==> src/rtl/move_applier_pkg.sv <==
// Shared definitions for the move applier: board geometry widths,
// direction codes and the commit FSM state encoding.
package move_applier_pkg;

  localparam int COORD_W = 8;
  localparam int ADDR_W  = 16;
  localparam int DATA_W  = 8;

  localparam logic [2:0] DIR_N  = 3'd0;
  localparam logic [2:0] DIR_NE = 3'd1;
  localparam logic [2:0] DIR_E  = 3'd2;
  localparam logic [2:0] DIR_SE = 3'd3;
  localparam logic [2:0] DIR_S  = 3'd4;
  localparam logic [2:0] DIR_SW = 3'd5;
  localparam logic [2:0] DIR_W  = 3'd6;
  localparam logic [2:0] DIR_NW = 3'd7;

  typedef enum logic [2:0] {
    IDLE     = 3'd0,
    RD_SRC   = 3'd1,
    WAIT_SRC = 3'd2,
    WR_SRC   = 3'd3,
    RD_DST   = 3'd4,
    WAIT_DST = 3'd5,
    WR_DST   = 3'd6,
    DONE     = 3'd7
  } state_e;

endpackage

==> src/rtl/move_applier_dir_delta.sv <==
// Direction code to unit step and reverse direction; north is y-1.
// Shared with the planner decode and the display path.
module move_applier_dir_delta
  import move_applier_pkg::*;
(
  input  logic              [2:0] direction,
  output logic signed       [1:0] dx,
  output logic signed       [1:0] dy,
  output logic              [2:0] opposite
);

  // Decode the step for each of the eight compass directions.
  always_comb begin
    dx       = 2'sd0;
    dy       = 2'sd0;
    opposite = direction ^ 3'd4;
    case (direction)
      DIR_N:   begin dx = 2'sd0;  dy = -2'sd1; end
      DIR_NE:  begin dx = 2'sd1;  dy = -2'sd1; end
      DIR_E:   begin dx = 2'sd1;  dy = 2'sd0;  end
      DIR_SE:  begin dx = 2'sd1;  dy = 2'sd1;  end
      DIR_S:   begin dx = 2'sd0;  dy = 2'sd1;  end
      DIR_SW:  begin dx = -2'sd1; dy = 2'sd1;  end
      DIR_W:   begin dx = -2'sd1; dy = 2'sd0;  end
      DIR_NW:  begin dx = -2'sd1; dy = -2'sd1; end
      default: begin dx = 2'sd0;  dy = 2'sd0;  end
    endcase
  end

endmodule

==> src/rtl/move_applier.sv <==
// Commits one planned move into board memory: marks the edge at the source
// and the reverse edge at the destination, then reports position and bounce.
module move_applier
  import move_applier_pkg::*;
(
  input  logic               clk,
  input  logic               rst,
  input  logic [2:0]         direction,
  input  logic               direction_valid,
  input  logic [COORD_W-1:0] current_x,
  input  logic [COORD_W-1:0] current_y,
  input  logic [COORD_W-1:0] width,
  input  logic [COORD_W-1:0] length,
  output logic [ADDR_W-1:0]  mem_addr,
  output logic               mem_rd_en,
  input  logic [DATA_W-1:0]  mem_rd_data,
  output logic               mem_wr_en,
  output logic [DATA_W-1:0]  mem_wr_data,
  output logic               busy,
  output logic               done,
  output logic               move_ok,
  output logic               another_move,
  output logic [COORD_W-1:0] new_x,
  output logic [COORD_W-1:0] new_y
);

  state_e                    state_r, state_nx_s;
  logic [2:0]                dir_r, delta_dir_s, opp_s;
  logic [COORD_W-1:0]        src_x_r, src_y_r, dst_x_r, dst_y_r, width_r, length_r;
  logic signed [1:0]         dx_s, dy_s;
  logic signed [COORD_W:0]   dst_x_s, dst_y_s;
  logic                      in_range_s, accept_s, edge_used_s, border_s;
  logic [DATA_W-1:0]         dir_bit_s, opp_bit_s;
  logic [ADDR_W-1:0]         src_addr_s, dst_addr_s;

  function automatic logic [ADDR_W-1:0] cell_addr(input logic [COORD_W-1:0] x,
                                                   input logic [COORD_W-1:0] y,
                                                   input logic [COORD_W-1:0] w);
    logic [2*COORD_W-1:0] prod_s;
    prod_s = (2*COORD_W)'(w) * (2*COORD_W)'(y);
    return ADDR_W'(prod_s) + ADDR_W'(x);
  endfunction

  // Before acceptance the live input drives the decoder, afterwards the latched code.
  assign delta_dir_s = (state_r == IDLE) ? direction : dir_r;

  move_applier_dir_delta u_dir_delta (
    .direction (delta_dir_s),
    .dx        (dx_s),
    .dy        (dy_s),
    .opposite  (opp_s)
  );

  // Destination, bounds, edge masks and addresses.
  always_comb begin
    dst_x_s     = $signed({1'b0, current_x}) + (COORD_W+1)'(dx_s);
    dst_y_s     = $signed({1'b0, current_y}) + (COORD_W+1)'(dy_s);
    in_range_s  = ~dst_x_s[COORD_W] & ~dst_y_s[COORD_W]
                & (dst_x_s[COORD_W-1:0] < width) & (dst_y_s[COORD_W-1:0] < length);
    accept_s    = (state_r == IDLE) & direction_valid;
    dir_bit_s   = DATA_W'(1'b1) << dir_r;
    opp_bit_s   = DATA_W'(1'b1) << opp_s;
    edge_used_s = |(mem_rd_data & dir_bit_s);
    border_s    = (dst_x_r == COORD_W'(1'b0)) | (dst_x_r == width_r - COORD_W'(1'b1))
                | (dst_y_r == COORD_W'(1'b0)) | (dst_y_r == length_r - COORD_W'(1'b1));
    src_addr_s  = (state_r == IDLE) ? cell_addr(current_x, current_y, width)
                                    : cell_addr(src_x_r, src_y_r, width_r);
    dst_addr_s  = cell_addr(dst_x_r, dst_y_r, width_r);
  end

  // Next-state decode of the read-modify-write sequence.
  always_comb begin
    state_nx_s = state_r;
    case (state_r)
      IDLE: begin
        if (direction_valid) begin
          state_nx_s = in_range_s ? RD_SRC : DONE;
        end else begin
          state_nx_s = IDLE;
        end
      end
      RD_SRC:   state_nx_s = WAIT_SRC;
      WAIT_SRC: begin
        if (edge_used_s) begin
          state_nx_s = DONE;
        end else begin
          state_nx_s = WR_SRC;
        end
      end
      WR_SRC:   state_nx_s = RD_DST;
      RD_DST:   state_nx_s = WAIT_DST;
      WAIT_DST: state_nx_s = WR_DST;
      WR_DST:   state_nx_s = DONE;
      DONE:     state_nx_s = IDLE;
      default:  state_nx_s = IDLE;
    endcase
  end

  // State register, latched move context and registered outputs.
  always_ff @(posedge clk) begin
    if (rst) begin
      state_r      <= IDLE;
      dir_r        <= 3'd0;
      src_x_r      <= '0;
      src_y_r      <= '0;
      dst_x_r      <= '0;
      dst_y_r      <= '0;
      width_r      <= '0;
      length_r     <= '0;
      mem_addr     <= '0;
      mem_rd_en    <= 1'b0;
      mem_wr_en    <= 1'b0;
      mem_wr_data  <= '0;
      busy         <= 1'b0;
      done         <= 1'b0;
      move_ok      <= 1'b0;
      another_move <= 1'b0;
      new_x        <= '0;
      new_y        <= '0;
    end else begin
      state_r   <= state_nx_s;
      busy      <= (state_nx_s != IDLE);
      done      <= (state_nx_s == DONE);
      mem_rd_en <= (state_nx_s == RD_SRC) || (state_nx_s == RD_DST);
      mem_wr_en <= (state_nx_s == WR_SRC) || (state_nx_s == WR_DST);
      case (state_nx_s)
        RD_SRC, WR_SRC: mem_addr <= src_addr_s;
        RD_DST, WR_DST: mem_addr <= dst_addr_s;
        default:        mem_addr <= '0;
      endcase
      case (state_nx_s)
        WR_SRC:  mem_wr_data <= mem_rd_data | dir_bit_s;
        WR_DST:  mem_wr_data <= mem_rd_data | opp_bit_s;
        default: mem_wr_data <= '0;
      endcase
      if (accept_s) begin
        dir_r        <= direction;
        src_x_r      <= current_x;
        src_y_r      <= current_y;
        dst_x_r      <= dst_x_s[COORD_W-1:0];
        dst_y_r      <= dst_y_s[COORD_W-1:0];
        width_r      <= width;
        length_r     <= length;
        move_ok      <= 1'b0;
        another_move <= 1'b0;
      end else if (state_r == WAIT_DST) begin
        another_move <= (mem_rd_data != '0) | border_s;
      end
      // A rejected move reports the unchanged position.
      if (state_nx_s == DONE) begin
        move_ok <= (state_r == WR_DST);
        if (state_r == WR_DST) begin
          new_x <= dst_x_r;
          new_y <= dst_y_r;
        end else if (state_r == IDLE) begin
          new_x <= current_x;
          new_y <= current_y;
        end else begin
          new_x <= src_x_r;
          new_y <= src_y_r;
        end
      end
    end
  end

endmodule

==> config.mk <==
export PLATFORM = sky130hd
export DESIGN_NAME = move_applier
export DESIGN_NICKNAME = d
export VERILOG_FILES = /design/src/rtl/move_applier_pkg.sv /design/src/rtl/move_applier_dir_delta.sv /design/src/rtl/move_applier.sv
export SDC_FILE = /design/constraint.sdc
export NUM_CORES = 1
export LEC_CHECK = 0
export CORE_MARGIN = 10
export CORE_UTILIZATION = 51
export CTS_CLUSTER_SIZE = 12
export DETAILED_ROUTE_END_ITERATION = 8
export GPL_ROUTABILITY_DRIVEN = 0
export PLACE_DENSITY = 0.74
export SLEW_MARGIN = 20
export SYNTH_ARGS = -nofsm -noshare
export SYNTH_HDL_FRONTEND = slang
export SYNTH_HIERARCHICAL = 1
export SYNTH_SLANG_ARGS = --single-unit
==> constraint.sdc <==
create_clock -name clk -period 6.1 [get_ports clk]
set_clock_uncertainty 0.2 [all_clocks]
set_input_delay 0.915 -clock clk [delete_from_list [all_inputs] [get_ports clk]]
set_output_delay 0.915 -clock clk [all_outputs]
set_load 0.01 [all_outputs]
======== Word level (Yosys, flattened, before mapping) ========
Memories as Yosys holds them, arrays and structs flattened.
Index checks and enable logic that the tools add are counted.
cells by class
  div/mod/pow operators ................... 0
  multiply operators ...................... 3
  add/sub/neg operators ................... 7
  bitwise gates (word level) .............. 14
  order comparisons ....................... 2
  reduce and logical (&&, ||, !) cells .... 12
  multiplexer cells ....................... 14
  shift-type cells ........................ 2
  equal/unequal tests ..................... 14
operators by type and width
  kind                 number
  $add 16x8->16        3
  $mul 8x8->16         3
  $mux 8               4
  $pmux 16 s2          1
  $pmux 3 s8           1
  $eq 3x3->1 const B   7
  $add 9x2->9          2
  $eq 8x8->1           2
  $logic_not 8->1      2
  $lt 8x8->1           2
  $mux 16              1
  $or 8x8->8           2
  $pmux 8 s2           1
  $shl 1x3->8 const A  2
  $sub 8x1->8 const B  2
  $mux 3               4
  $eq 3x2->1 const B   3
  $and 8x8->8          1
  $reduce_bool 8->1    1
  $reduce_or 8->1      1
  $eq 3x1->1 const B   2
  $reduce_or 2->1      3
  $and 1x1->1          4
  $or 1x1->1           4
  other kinds (6)      10
word-level totals
  word-level logic and storage cells ...... 87
  memories kept ........................... 1
  register bits ........................... 100
  bits in latches ......................... 0
  output and inout port bits .............. 46
  bits in read-only memories .............. 32
  bits in writable memories ............... 0
  input bits .............................. 46
memories
  name             depth  width  read ports  clocked after Yosys merged registers in  wr ports  line                          RTL
  (no name shown)  8      4      1           0                                        0         move_applier_dir_delta.sv:17  case (direction)

======== Depth between registers and ports, before layout ========
An unclocked memory read counts as a cell.
  depth in word-level cells ............... 14
  mapped depth ............................ 27
  depth with buffers taken out ............ 21

======== Cells and area by module ========
Netlist, hierarchy kept.
modules (own cells, without submodules)
  module                  area each (sq um)  times used  seq. area each (sq um)  cells an instance
  move_applier            12597.1            1           2001.9                  1558
  move_applier_dir_delta  53.8               1           0.0                     8

======== Least setup slack after synthesis ========
Ideal clock, no wire load.
  path kind ............................... flip-flop to flip-flop
  from .................................... register state_r[1]
  to ...................................... register new_x[0]
  data arrival time ....................... 5.388 ns
  stages on the path, launching flop included .. 24
  path buffers ............................ 5
  period minus slack after synthesis ...... 5.657 ns
  required time ........................... 5.832 ns
  setup time .............................. 0.068 ns
  path slack .............................. 0.443 ns
  cell sequence ........................... dfxtp_1 clkbuf_1 or3_1 clkbuf_1 buf_1 clkbuf_1 nand2_1 nand2_1 o21ai_0 ha_1 a21o_1 a21oi_1 nor2b_1 o21a_1 o41ai_1 xnor2_1 ha_1 nand4_1 or3_2 nand4_2 a21boi_4 buf_12 a311o_2 a21oi_2
between the ends
  elaborated cells between the ends (all ways) .. 25
  classes of those cells .................. add/sub (2); order compare (2); eq/ne (8); mux (6); bitwise (5); reduce/logical (1); memory (1)
RTL lines
  element                   line                 RTL
  start: declaration        move_applier.sv:27   state_e state_r, state_nx_s;
  start signal: assignment  move_applier.sv:121  state_r <= state_nx_s;
  $logic_not 3->1           move_applier.sv:45   assign delta_dir_s = (state_r == IDLE) ? direction : dir_r;
  $mux 3                    move_applier.sv:45
  named net delta_dir_s[2]  move_applier.sv:28   logic [2:0] dir_r, delta_dir_s, opp_s;
  $mem_v2 8x4               -
  named net dy_s[1]         move_applier.sv:30   logic signed [1:0] dx_s, dy_s;
  $add 9x2->9               move_applier.sv:57   dst_y_s = $signed({1'b0, current_y}) + (COORD_W+1)'(dy_s);
  named net dst_y_s[7]      move_applier.sv:31   logic signed [COORD_W:0] dst_x_s, dst_y_s;
  $lt 8x8->1                move_applier.sv:59   & (dst_x_s[COORD_W-1:0] < width) & (dst_y_s[COORD_W-1:0] < length);
  $and 1x1->1               move_applier.sv:59
  $mux 3                    move_applier.sv:77   state_nx_s = in_range_s ? RD_SRC : DONE;
  $mux 3                    move_applier.sv:76   if (direction_valid) begin
  $pmux 3 s8                move_applier.sv:74   case (state_r)
  $eq 3x3->1                move_applier.sv:150  if (state_nx_s == DONE) begin
  end signal: assignment    move_applier.sv:153  new_x <= dst_x_r;
  end signal: assignment    move_applier.sv:156  new_x <= current_x;
  end signal: assignment    move_applier.sv:159  new_x <= src_x_r;
  end: declaration          move_applier.sv:23   output logic [COORD_W-1:0] new_x,
The timed path passes the listed nets, and every way through them passes these cells.
A chain may end at the register's enable or synchronous reset.

======== Worst setup path in the final report ========
  from .................................... input current_y[1]
  to ...................................... register mem_addr[15]
between the ends
  cells in the longest elaborated chain, start to end .. 11
  elaborated cells between the ends (all ways) .. 19
  classes of those cells .................. add/sub (2); mul (1); order compare (1); eq/ne (4); mux (5); bitwise (4); reduce/logical (2)
ends and longest elaborated chain
  element                                                line                 RTL
  start: declaration                                     move_applier.sv:11   input logic [COORD_W-1:0] current_y,
  branches (longest 10 deep; another with $mul 8x8->16)  -
  $pmux 16 s2 *                                          move_applier.sv:126  case (state_nx_s)
  end signal: assignment                                 move_applier.sv:127  RD_SRC, WR_SRC: mem_addr <= src_addr_s;
  end signal: assignment                                 move_applier.sv:128  RD_DST, WR_DST: mem_addr <= dst_addr_s;
  end: declaration                                       move_applier.sv:14   output logic [ADDR_W-1:0] mem_addr,
Mark *: on every way between the ends.

==> results list <==
* Detail Placement HPWL: 29,400 microns
- The critical path contains buffers and inverters numbering 4 combined.
- CORE AREA: 24,400 sq um
- Final-report setup violation count: 0
- In this design, the largest share of critical-path delay is due to adder cells.
- CTS H-tree lvls: 3
- Endpoint, Worst Hold: src_x_r[6]$_SDFFE_PP0P_
* IR Drop Worst-Case VDD: 0.226 mV
- In the post-synthesis netlist, the biggest area contributors are sky130_fd_sc_hd__fa_1, sky130_fd_sc_hd__dfxtp_1, sky130_fd_sc_hd__ha_1.
- Flop and latch count out of synthesis: 100
* Average instance area after synthesis: 8.08 sq um
- Origin of the critical flop-to-flop path: width_r[5]$_SDFFE_PP0P_
- Number of top-level pins: 92
- The final-report max-slew violation count was 0.
* Cell breakdown of the critical path: clkdlybuf4s50_1 > nand2_1 > fa_1 > inv_1 > fa_1 > inv_1 > fa_1 > fa_1 > inv_1 > ha_1 > o21ai_0 > nor2_1 > o41a_1 > a41o_1 > o41ai_1 > xnor2_1 > mux2i_1 > o22ai_1
* Worst-Skew Late Latency: 0.36 ns
* Number of gates resized after cts: 0
- Ant diodes: 0
- For this run, the number of Yosys warnings is 6.
* Port Buf Inserts: 91
* Power density over the cells: 347 nW/um^2
- Critical-path cell with the highest stage delay: sky130_fd_sc_hd__clkdlybuf4s50_1
- Worst min-delay path startpoint: src_x_r[6]$_SDFFE_PP0P_
* CTS clock-pin slew for the worst setup and hold paths: 0.07 ns
- STA puts the critical path data required time at 6.14 ns.
- Clock tree from TritonCTS: done
- In this run the remaining antenna-violating nets after routing total 0.
* Maximum number of pins on one net before global-route repair: 56
- The most numerous cell type found on the critical path is sky130_fd_sc_hd__fa_1.
* Fillers: 2,201
- The setup check on the worst reg-to-reg path leaves a slack of 0.50 ns.
- Sort of element at the end of the critical path: flip-flop
- The worst hold path passes through 2 cells.
- Counting the buffers created by CTS gives 9.
- In the finished design, the share of the clock period the worst path needs comes to 94.9%.
* Number of synthesized flops with an enable pin: 0
- For this run, the slowest stage of the critical path takes 0.74 ns.
* Status: finished, final reports clean
* Number of hold violations in the final report: 0
* Total wirelength of the detailed-routed design: 36,400 microns
- Via count of the first global-routing pass: 10.7k
* Fraction of synthesized cell area taken by the top area cell type: 21.2%
- Hold WS: 0.261 ns
- Peak fanout along the critical path: 9
- After the first detailed-routing iteration, the DRC count stood at 991.
- Derived from the worst setup path, the maximum achievable clock frequency is 0.173 GHz.
- Routed vias/inst: 5.61
- Root Buffer Master: sky130_fd_sc_hd__clkbuf_16
- Sequential elements use 15.8% of the synthesized area.
- Top library cells by usage in the layout, fill and taps aside: sky130_fd_sc_hd__nand2_1, sky130_fd_sc_hd__inv_1, sky130_fd_sc_hd__ha_1
* Post-DR wirelength/cell: 18.6 microns
* Primary FF master, synth: sky130_fd_sc_hd__dfxtp_1
- Floorplan die area: 31,500 sq um
* Setup crit start kind: input pin
- The number of antenna violations at the first check in global routing came to 0.
- Share of synthesized flip-flops with an asynchronous set or reset: 0%
- After routing, the total negative slack on setup checks comes to 0 ns.
- In the final layout, the share of cells above drive strength 1 is 6.24%.
- The tightest min-delay check is of the reg -> reg type.
* Number of placement rows: 57
- Summing every instance area after synthesis gives 12,700 sq um.
* Synth unique cells: 69
- When the netlist entered floorplanning its net count stood at 1,886.
* Arrival @ worst endpoint: 5.83 ns
- TritonCTS sink count: 100
- For the pin with the worst max-slew slack, the measured transition is 1.04 ns.
- Most common cell after layout, fill and taps aside: sky130_fd_sc_hd__nand2_1
* Final routed DRC violation total: 0
* Number of nets at the end of the flow: 1,950
- Reported max-cap violation count: 0
- The first global-routing pass estimated 57,300 microns of wire.
* Worst Setup SP: current_y[1]
- Most area-hungry cell type in the Yosys netlist: sky130_fd_sc_hd__fa_1
* Number of cells traversed by the worst register-to-register path: 17
* Die W: 178 microns
- The finished cells cover 14,300 sq um.
- After global routing the overflow that remains totals 0.
* Worst-case headroom to the max-slew limit: 30.5%
- For this configuration, the core starts out at a cell density of 51.9%.
- The endpoint identified for the worst register-to-register timing path is mem_addr[14]$_SDFF_PP0_.
- Setup repair after global routing left no endpoint under its margin.
* Post-CTS setup buffer count: 0
* Number of standard cells in the final layout excluding fillers: 1,959
* Cells after Synth: 1,566
- Placed cell areas: 14,000 sq um
- Via Count: 11.0k
- Number of buffers inserted by hold repair at cts: 0
- Before antenna repair, the detailed router went through 7 iterations.
* Cell total after placement: 1,943
- Final period demand of the worst path: 5.79 ns
* Standby leakage power: 6.88 nW
* Worst-case clock buffer depth: 2
- The worst setup path is of the in -> reg kind.
- From synthesis to final layout, the design area changed by 12.8%.
* Global Route Usage Sum: 23.0%
* Vertical die dimension: 178 microns
[stage by stage]
stage	utilization [%]	power (mW)	setup WS (ns)
after floorplan	-	3.30	0.443
after global placement	57.3	4.24	0.0942
after detailed placement	57.3	4.32	0.0387
after CTS	58.5	4.90	0.393
after global routing	58.5	5.35	0.126
final	58.5	4.96	0.312
[cell usage after synthesis, types with 14 or more instances]
library cell               count
sky130_fd_sc_hd__mux2i_1      19
sky130_fd_sc_hd__o21ai_0      30
sky130_fd_sc_hd__dfxtp_1     100
sky130_fd_sc_hd__xor2_1       27
sky130_fd_sc_hd__a21oi_1      94
sky130_fd_sc_hd__nand2b_1     15
sky130_fd_sc_hd__xnor2_1      42
sky130_fd_sc_hd__nand2_1     278
sky130_fd_sc_hd__ha_1        140
sky130_fd_sc_hd__inv_1       222
sky130_fd_sc_hd__nor3_1       23
sky130_fd_sc_hd__and2_1      116
sky130_fd_sc_hd__fa_1        134
sky130_fd_sc_hd__nand3_1      14
sky130_fd_sc_hd__clkbuf_1     82
sky130_fd_sc_hd__nor2_1       63
[final cells by class]
| class | instances | area [sq um] | area share [%] |
|---|---|---|---|
| Clock inverter | 6 | 61.3 | 0.429 |
| Tap cell | 324 | 405 | 2.84 |
| Sequential cell | 100 | 2000 | 14.0 |
| Timing Repair Buffer | 144 | 1320 | 9.22 |
| Multi-Input combinational cell | 1153 | 9430 | 66.0 |
| Clock buffer | 10 | 229 | 1.60 |
| Inverter | 222 | 833 | 5.84 |
[power breakdown]
| group | switching (mW) | internal (mW) | total, mW |
|---|---|---|---|
| sequential | 0.229 | 0.802 | 1.03 |
| combinational | 1.98 | 1.38 | 3.36 |
| clock | 0.282 | 0.286 | 0.568 |
| total | 2.49 | 2.47 | 4.96 |
[cell families (layout without fill, tap and decap cells)]
family	count (synthesis)	in the layout	share of synthesized area, %
compound gates	229	229	12.0
buf+inv	313	382	9.69
flops	100	100	15.8
fa+ha+maj	274	274	35.1
xor+xnor	69	69	4.78
mux	22	22	1.88
simple gates	559	559	20.8
[worst register-to-register path, stage by stage, from the launching register on]
cell and delay, ns:
sky130_fd_sc_hd__dfxtp_1 0.67, sky130_fd_sc_hd__nand2_1 0.16, sky130_fd_sc_hd__fa_1 0.52, sky130_fd_sc_hd__inv_1 0.05, sky130_fd_sc_hd__fa_1 0.51, sky130_fd_sc_hd__inv_1 0.06, sky130_fd_sc_hd__fa_1 0.49, sky130_fd_sc_hd__fa_1 0.50
sky130_fd_sc_hd__inv_1 0.05, sky130_fd_sc_hd__ha_1 0.32, sky130_fd_sc_hd__and2_1 0.15, sky130_fd_sc_hd__a31oi_1 0.31, sky130_fd_sc_hd__a21oi_1 0.21, sky130_fd_sc_hd__a211oi_1 0.42, sky130_fd_sc_hd__o21bai_1 0.12, sky130_fd_sc_hd__a21oi_1 0.18
sky130_fd_sc_hd__xor2_1 0.38, sky130_fd_sc_hd__o32ai_1 0.16
[worst max-delay path by stage]
stage                                    to  slack, ns  depth (start not counted)
finish              mem_addr[15]$_SDFF_PP0_       0.31                         18
global route        mem_addr[15]$_SDFF_PP0_       0.13                         19
CTS                 mem_addr[15]$_SDFF_PP0_       0.39                         18
detailed placement  mem_addr[15]$_SDFF_PP0_       0.04                         18
global placement    mem_addr[15]$_SDFF_PP0_       0.09                         18
floorplan             new_x[0]$_SDFFE_PP0P_       0.44                         23
[sequential cells by signal, summed over array words and instances, names as in the netlist]
signal        flops
state_r           3
dir_r             3
length_r          8
another_move      1
done              1
dst_y_r           8
mem_rd_en         1
mem_addr         16
mem_wr_data       8
new_x             8
src_y_r           8
new_y             8
mem_wr_en         1
src_x_r           8
dst_x_r           8
busy              1
move_ok           1
width_r           8
[layer usage]
| metal | part of all wire (%) | track usage [%] | vias to the layer above |
|---|---|---|---|
| met1 | 42 | 30.3 | 5318 |
| met4 | 3.2 | 7.50 | 0 |
| met5 | 0 | 0 | - |
| li1 | - | - | 5140 |
| met3 | 9.3 | 5.78 | 71 |
| met2 | 45 | 36.3 | 465 |
(Power assumes the default switching activity.)
